==> src/rtl/irq_pkg.sv <==
// irq_pkg: shared definitions for the interrupt controller.
//   - irq_addr_e : register map of the 4-register peripheral bus
//   - STAT_*     : bit positions inside the STAT register
//   - NSRC_MAX   : upper bound on the number of interrupt sources
//   - lowest_set : fixed-priority encoder (bit 0 wins)
package irq_pkg;

  typedef enum logic [1:0] {
    IRQ_PEND = 2'd0,
    IRQ_MASK = 2'd1,
    IRQ_MODE = 2'd2,
    IRQ_STAT = 2'd3
  } irq_addr_e;

  localparam int unsigned STAT_ACT     = 7;
  localparam int unsigned STAT_IDX_LSB = 0;
  localparam int unsigned STAT_IDX_W   = 3;
  localparam int unsigned NSRC_MAX     = 8;

  // Index of the lowest-numbered set bit, 0 when the vector is empty.
  function automatic logic [STAT_IDX_W-1:0] lowest_set(input logic [NSRC_MAX-1:0] v);
    logic found;
    lowest_set = '0;
    found      = 1'b0;
    for (int unsigned i = 0; i < NSRC_MAX; i++) begin
      if (v[i] && !found) begin
        lowest_set = STAT_IDX_W'(i);
        found      = 1'b1;
      end
    end
  endfunction

endpackage

==> src/rtl/irq_sync_edge.sv <==
// irq_sync_edge: per-source input conditioning.
//   clk, rst_n : system clock, asynchronous active-low reset
//   src        : raw request, may be asynchronous to clk
//   level      : src after SYNC_STAGES synchronizer flops
//   pulse      : one-cycle rising-edge indication of level
module irq_sync_edge
  import irq_pkg::*;
#(
  parameter int unsigned SYNC_STAGES = 2
) (
  input  logic clk,
  input  logic rst_n,
  input  logic src,
  output logic level,
  output logic pulse
);

  logic [SYNC_STAGES-1:0] chain;
  logic                   level_d;

  always_ff @(posedge clk or negedge rst_n) begin
    if (!rst_n) begin
      chain   <= '0;
      level_d <= 1'b0;
    end else begin
      chain   <= {chain[SYNC_STAGES-2:0], src};
      level_d <= chain[SYNC_STAGES-1];
    end
  end

  assign level = chain[SYNC_STAGES-1];
  // Chain resets to 0, so a source already high at reset release yields one edge.
  assign pulse = level & ~level_d;

endmodule

==> src/rtl/irq_ctrl.sv <==
// irq_ctrl: interrupt controller between the peripherals and the 6502 core.
//   clk, rst_n : system clock, asynchronous active-low reset
//   addr, dbw  : register select / write data (0 PEND, 1 MASK, 2 MODE, 3 STAT)
//   we         : write strobe, register written on posedge clk
//   dbr        : combinational read data, no read side effects
//   src        : raw interrupt requests (NSRC of them, 0 = highest priority)
//   irq_n      : registered active-low interrupt to the CPU
module irq_ctrl
  import irq_pkg::*;
#(
  parameter int unsigned NSRC        = 4,
  parameter int unsigned SYNC_STAGES = 2
) (
  input  logic            clk,
  input  logic            rst_n,
  input  logic [1:0]      addr,
  input  logic [7:0]      dbw,
  input  logic            we,
  output logic [7:0]      dbr,
  input  logic [NSRC-1:0] src,
  output logic            irq_n
);

  // Registers are kept at full bus width; bits >= NSRC are forced to 0 so
  // they read back 0 and ignore writes without separate padding in the mux.
  localparam logic [NSRC_MAX-1:0] VALID = NSRC_MAX'((1 << NSRC) - 1);

  logic [NSRC-1:0]     s_src, rise_src;
  logic [NSRC_MAX-1:0] s, rise;
  logic [NSRC_MAX-1:0] pend, mask, mode;
  logic [NSRC_MAX-1:0] pend_next, w1c, active;
  logic [7:0]          stat;
  irq_addr_e           sel;

  for (genvar i = 0; i < NSRC; i++) begin : g_src
    irq_sync_edge #(
      .SYNC_STAGES(SYNC_STAGES)
    ) u_sync (
      .clk  (clk),
      .rst_n(rst_n),
      .src  (src[i]),
      .level(s_src[i]),
      .pulse(rise_src[i])
    );
  end

  assign s    = NSRC_MAX'(s_src);
  assign rise = NSRC_MAX'(rise_src);
  assign sel  = irq_addr_e'(addr);
  assign w1c  = (we && sel == IRQ_PEND) ? (dbw & VALID) : '0;

  // Edge bits: a new edge outranks a same-cycle clear. Level bits track s.
  always_comb begin
    pend_next = '0;
    pend_next = ((mode & (rise | (pend & ~w1c))) | (~mode & s)) & VALID;
  end

  always_ff @(posedge clk or negedge rst_n) begin
    if (!rst_n) begin
      pend  <= '0;
      mask  <= '0;
      mode  <= '0;
      irq_n <= 1'b1;
    end else begin
      pend  <= pend_next;
      if (we && sel == IRQ_MASK) mask <= dbw & VALID;
      if (we && sel == IRQ_MODE) mode <= dbw & VALID;
      irq_n <= ~|(pend & mask);
    end
  end

  assign active = pend & mask;

  always_comb begin
    stat = '0;
    stat[STAT_ACT] = |active;
    stat[STAT_IDX_LSB +: STAT_IDX_W] = lowest_set(active);
  end

  always_comb begin
    dbr = '0;
    unique case (sel)
      IRQ_PEND: dbr = pend;
      IRQ_MASK: dbr = mask;
      IRQ_MODE: dbr = mode;
      IRQ_STAT: dbr = stat;
      default:  dbr = '0;
    endcase
  end

endmodule
==> config.mk <==
export PLATFORM = sky130hd
export DESIGN_NAME = irq_ctrl
export DESIGN_NICKNAME = d
export VERILOG_FILES = /design/src/rtl/irq_pkg.sv /design/src/rtl/irq_sync_edge.sv /design/src/rtl/irq_ctrl.sv
export SDC_FILE = /design/constraint.sdc
export NUM_CORES = 1
export LEC_CHECK = 0
export ABC_AREA = 1
export BUFFER_PORTS_ARGS = -buffer_cell sky130_fd_sc_hd__buf_2
export CORE_MARGIN = 5
export CORE_UTILIZATION = 46
export DETAILED_ROUTE_END_ITERATION = 8
export PLACE_DENSITY_LB_ADDON = 0.3
export SETUP_SLACK_MARGIN = 0.05
export SYNTH_ARGS = -nofsm -noshare
export SYNTH_HDL_FRONTEND = slang
export SYNTH_SLANG_ARGS = --single-unit
==> constraint.sdc <==
create_clock -name clk -period 0.8 [get_ports clk]
set_input_delay 0.08 -clock clk [delete_from_list [all_inputs] [get_ports clk]]
set_output_delay 0.08 -clock clk [all_outputs]
set_load 0.005 [all_outputs]
==> metrics.csv, run 1 <==
metric,value,unit
ys_ff_latch,25,
yosysSeqAreaShare,59.22,%
failed_checks,setup timing,
grt_antenna_before_repair,0,
skew,0.004020,ns
core,2212,sq um
crit_type,reg -> out,
syn2layout_area_growth,40.31,%
num_io_pins,26,
ant_nets,0,
async_flop_share,100.0,%
rsz0062_at_grt,true,
place_inst,173,
yosysMostFrequentCell,nand2_1,
cts_sinks,25,
finalCritPeriodShare,171.5,%
period_needed,1.372,ns
synth_top_area_share,56.74,%
worst_hold_path_type,in -> reg,
status,"finished, violations left",
synth_flop_cell,dfrtp_1,
endpoint_kind,output pin,
grt_pass1_wl,3.650,mm
cellPowerDensity,1899,nW/um^2
die-height,57.97,um
hold_viol,0,
dieArea,3361,sq um
crit_arrival,1.29,ns
p_leak,0.0007825,uW
grt_max_degree,26,
wl,2.298,mm
syn_area_per_cell,9.285,sq um
nNetsFinal,177,
grt_use_total,14.66,%
max_freq,0.7290,GHz
rows,17,
register_area,626.9,sq um
numCtsBuffers,3,
clkTransAtPathRegs,0.13,ns
path_cells,"buf_4, inv_1, nor2_1, a21oi_1, a21oi_2, buf_2",
cts_tree,built,
first_pass_iters,4,
h-tree-depth,1,
fillers,159,
synth_top_area_cell,dfrtp_1,
crit_fanout,3,
cts-root-buf,clkbuf_4,
fp.dieW,57.97,um
netlist_instances,114,
peakVddDrop,1381,uV
port_buffers,18,
initial_utilization,47.85,%
multi_input_area,434.2,sq um
setup_viol,10,
report.final.slew_viol_count,0,
finish.utilization,67.14,%
yosysUniqueCellTypes,15,
max_stage_delay,0.42,ns
drive_above_1_share,45.91,%
dpl.hpwl,1.457,mm
drc,0,
setup_slack,-0.5717,ns
drt_first_iter_violations,9,
synthTopCellsByArea,"dfrtp_1, nand2_1, o21ai_2",
syn-cell-area,1059,sq um
viasPerCell,4.759,
wl_per_cell,12.29,um
gp_congestion,0.8627,
startpoint_type,flop,
required,0.72,ns
drv_cap,0,
instances_no_fill,187,
clk_path_buf_depth,2,
insertion_delay,0.31,ns
ys_warn_count,0,
synth_edf_count,0,
grt_pass1_vias,863,
cp_slowest_cell,dfrtp_1,
yosys-top-cells-count,"nand2_1, dfrtp_1, inv_1",
antenna_cells,0,
grt-ovfl-total,0,
via_count,890,
final.setup.tns,-2.710,ns
-- timing repair --
item                                    in CTS  in global routing
endpoints found under the hold margin       29                  0
setup buffers                                2                  7
cloned                                       0                  0
gates resized for setup                      2                 22
hold buffers                                 5                  0
endpoints found under the setup margin      12                 15
pin swaps                                    0                 12
-- sequential cells by signal, indices dropped and copies added (netlist names) --
signal and flops:
irq_n 1, pend 4, g_src.u_sync.level_d 4, g_src.u_sync.chain 8, mode 4, mask 4
-- per-stage QoR --
step / area [sq um] / setup slack (ns) / power, uW / hold WS (ns)
6_report: 1485 / -0.5717 / 2820 / 0.01924
3_3_place_gp: 1290 / -0.1239 / 2078 / 0.03094
5_1_grt: 1485 / -0.6969 / 3018 / 0.003825
2_1_floorplan: 1070 / 0.01448 / 1798 / -0.2156
4_1_cts: 1379 / -0.5043 / 2689 / 0.01051
3_5_place_dp: 1290 / -0.1511 / 2097 / 0.03168
-- report_power, final --
part | leakage, uW | switching [uW] | internal [uW]
Sequential | 0.000297 | 87.8 | 1410
Clock | 0.0000150 | 360 | 195
Combinational | 0.000471 | 363 | 403
-- critical path: cells and delay by family, from the launching register on --
| family | cells | cell delay (ns) |
|---|---|---|
| flops | 1 | 0.42 |
| buf+inv | 3 | 0.31 |
| compound gates | 2 | 0.21 |
| simple gates | 1 | 0.04 |
-- metal layers --
metal / track usage, % / share of wire, % / wire, um
met1: 16.41 / 41 / 951
met2: 24.68 / 50 / 1154
met3: 4.454 / 6.1 / 140
met4: 8.278 / 2.3 / 52
met5: 0 / 0 / 0
-- layout by cell type (no fill, tap or decap), types with 3 or more instances in the layout --
master         count
o21ai_2            8
nand3_2            5
nor2_1             4
buf_2             18
dfrtp_1           24
buf_6              7
clkbuf_4           3
nand2_2           11
nand2_1           35
buf_4             11
conb_1             3
inv_1             10
dlygate4sd3_1      5
-- cell type report --
cell class / instances / area share, %
Multi-Input combinational cell: 77 / 29.23
Timing Repair Buffer: 42 / 21.65
Sequential cell: 25 / 42.21
Tap cell: 28 / 2.359
Clock buffer: 4 / 1.769
Inverter: 11 / 2.780
-- worst paths after layout --
| path | start | to | slack [ns] | depth (start not counted) |
|---|---|---|---|---|
| min reg2reg | g_src[0].u_sync.chain[0]$_DFF_PN0_ | g_src[0].u_sync.chain[1]$_DFF_PN0_ | 0.36 | 0 |
| max reg2reg | mask[3]$_DFFE_PN0P_ | mask[3]$_DFFE_PN0P_ | -0.05 | 4 |
| max in group asynchronous | rst_n | irq_n$_DFF_PN1_ | 0.35 | 3 |
| max | mask[0]$_DFFE_PN0P_ | dbr[0] | -0.57 | 6 |
| min in group asynchronous | rst_n | pend[0]$_DFF_PN0_ | 0.23 | 3 |
| min | dbw[1] | pend[1]$_DFF_PN0_ | 0.02 | 4 |
-- kinds of logic after synthesis --
logic type             synth area share (%)
AND/OR/NAND/NOR                       26.36
other                                0.3543
AO/OA/AOI/OAI                         8.038
buffers and inverters                 6.028
flip-flops                            59.22
Power figures use the tool's default switching activity.
==> run 2, diff against run 1 <==
--- a/config.mk
+++ b/config.mk
@@ -6,10 +6,10 @@
 export NUM_CORES = 1
 export LEC_CHECK = 0
 export ABC_AREA = 1
-export BUFFER_PORTS_ARGS = -buffer_cell sky130_fd_sc_hd__buf_2
 export CORE_MARGIN = 5
-export CORE_UTILIZATION = 46
+export CORE_UTILIZATION = 53
 export DETAILED_ROUTE_END_ITERATION = 8
+export DONT_BUFFER_PORTS = 1
 export PLACE_DENSITY_LB_ADDON = 0.3
 export SETUP_SLACK_MARGIN = 0.05
 export SYNTH_ARGS = -nofsm -noshare
==> metrics.csv, run 2 (synthesized netlist as in run 1, its figures left out) <==
metric,value,unit
gp_congestion,0.7590,
dieArea,2991,sq um
cpMostUsedCell,nand2_1,
ant_nets,0,
numCtsBuffers,3,
dpl.hpwl,1.408,mm
place_inst,149,
clkPwrFrac,19.9,%
grt_pass1_vias,747,
power_frac_seq,56.4,%
max_stage_delay,0.42,ns
cts_tree,built,
instances_no_fill,166,
largest_reg_flops,8,
grt_max_degree,26,
required,0.72,ns
rsz0062_at_grt,true,
p_sw_share,28.19,%
insertion_delay,0.31,ns
power_switching,755.6,uW
report.final.slew_viol_count,0,
nNetsFinal,157,
drt_first_iter_violations,17,
drc,0,
period_needed,1.227,ns
grt_antenna_before_repair,0,
largest-register,g_src.u_sync.chain,
cts-root-buf,clkbuf_4,
cts_sinks,25,
crit_fanout,2,
initial_utilization,54.51,%
grt_pass1_wl,3.374,mm
failed_checks,setup timing,
crit_arrival,1.15,ns
final.setup.tns,-1.992,ns
grt-ovfl-total,0,
syn2layout_area_growth,31.09,%
path_cells,"nand2_1, nand2_2, nor2_1, nand2_1, nand4_1",
cp_slowest_cell,dfrtp_1,
worst_hold_path_type,in -> reg,
drive_above_1_share,35.25,%
finalCritPeriodShare,153.4,%
p_leak,0.0006994,uW
peakVddDrop,1453,uV
setup_slack,-0.4275,ns
place_area,1149,sq um
first_pass_iters,4,
drv_cap,0,
grt_use_total,16.71,%
hold_viol,0,
mostFrequentLayoutCell,nand2_1,
num_io_pins,26,
skew,0.003491,ns
fp.dieW,54.69,um
die-height,54.69,um
max_freq,0.8147,GHz
viasPerCell,4.783,
h-tree-depth,1,
fin_area,1388,sq um
wl_per_cell,12.93,um
status,"finished, violations left",
startpoint_type,flop,
cts_hold_buffers,11,
via_count,794,
intPower,1925,uW
pwr-share-comb,23.8,%
clk_path_buf_depth,2,
finish.utilization,71.46,%
port_buffers,0,
core,1942,sq um
antenna_cells,0,
endpoint_kind,output pin,
crit_type,reg -> out,
clkTransAtPathRegs,0.12,ns
rows,16,
cellPowerDensity,1932,nW/um^2
wl,2.146,mm
final_cell_mix,"nand2_1, dfrtp_1, nand2_2, inv_1, dlygate4sd3_1",
setup_viol,7,
power.total,2681,uW
-- run 2: cell count changes in the layout (fill, tap and decap cells not counted) --
cell,previous run,this run
nand3_2,5,4
buf_4,11,6
dlygate4sd3_1,5,9
nor2_2,2,3
a21oi_2,1,2
nand3_1,1,2
a21oi_1,2,1
buf_6,7,5
buf_2,18,0
nor2_1,4,3
dlymetal6s4s_1,0,1
-- run 2: worst paths after layout --
check | slack [ns] | startpoint | cells after the start | endpoint
worst max-delay path | -0.43 | mask[1]$_DFFE_PN0P_ | 5 | dbr[1]
worst min-delay path | 0.01 | addr[0] | 3 | mode[3]$_DFFE_PN0P_
worst max register to register | -0.10 | mask[1]$_DFFE_PN0P_ | 4 | irq_n$_DFF_PN1_
worst min register to register | 0.37 | g_src[0].u_sync.chain[0]$_DFF_PN0_ | 0 | g_src[0].u_sync.chain[1]$_DFF_PN0_
max in group asynchronous | 0.39 | rst_n | 2 | irq_n$_DFF_PN1_
min in group asynchronous | 0.19 | rst_n | 2 | mode[1]$_DFFE_PN0P_
-- run 2: timing repair --
| item | in CTS | in global routing |
|---|---|---|
| pin swaps | 3 | 12 |
| setup endpoints to repair | 13 | 19 |
| buffers inserted | 1 | 4 |
| gates resized for setup | 8 | 16 |
| endpoints found under the hold margin | 41 | 2 |
-- run 2: critical path, delay by kind of cell (launching register included) --
family / cells / cell delay (ns)
simple gates: 5 / 0.43
flops: 1 / 0.42
-- run 2: power by group through the flow --
stage / logic [uW] / clock network, uW / registers (uW)
after floorplan: 284 / 0 / 1510
after global placement: 417 / 0 / 1520
after detailed placement: 434 / 0 / 1520
after CTS: 545 / 576 / 1500
after global routing: 704 / 619 / 1530
final: 637 / 532 / 1510
-- run 2: layout make-up --
| type | count | area (sq um) |
|---|---|---|
| Timing Repair Buffer | 22 | 224.0 |
| Tap cell | 27 | 33.78 |
| Fill cell | 143 | 554.3 |
| Sequential cell | 25 | 626.9 |
| Inverter | 11 | 41.29 |
| Clock buffer | 4 | 26.28 |
| Multi-Input combinational cell | 77 | 435.4 |
-- run 2: layer usage --
layer | GRT usage, % | routed length, um
met5 | 0 | 0
met4 | 11.20 | 55
met3 | 2.725 | 99
met2 | 27.36 | 1053
met1 | 19.93 | 937
-- run 2: through the flow --
step	hold slack (ns)	setup slack (ns)
2_1_floorplan	-0.2156	0.01448
3_3_place_gp	-0.2149	-0.02095
3_5_place_dp	-0.2148	-0.04819
4_1_cts	-0.01903	-0.4210
5_1_grt	-0.01048	-0.5611
6_report	0.01397	-0.4275
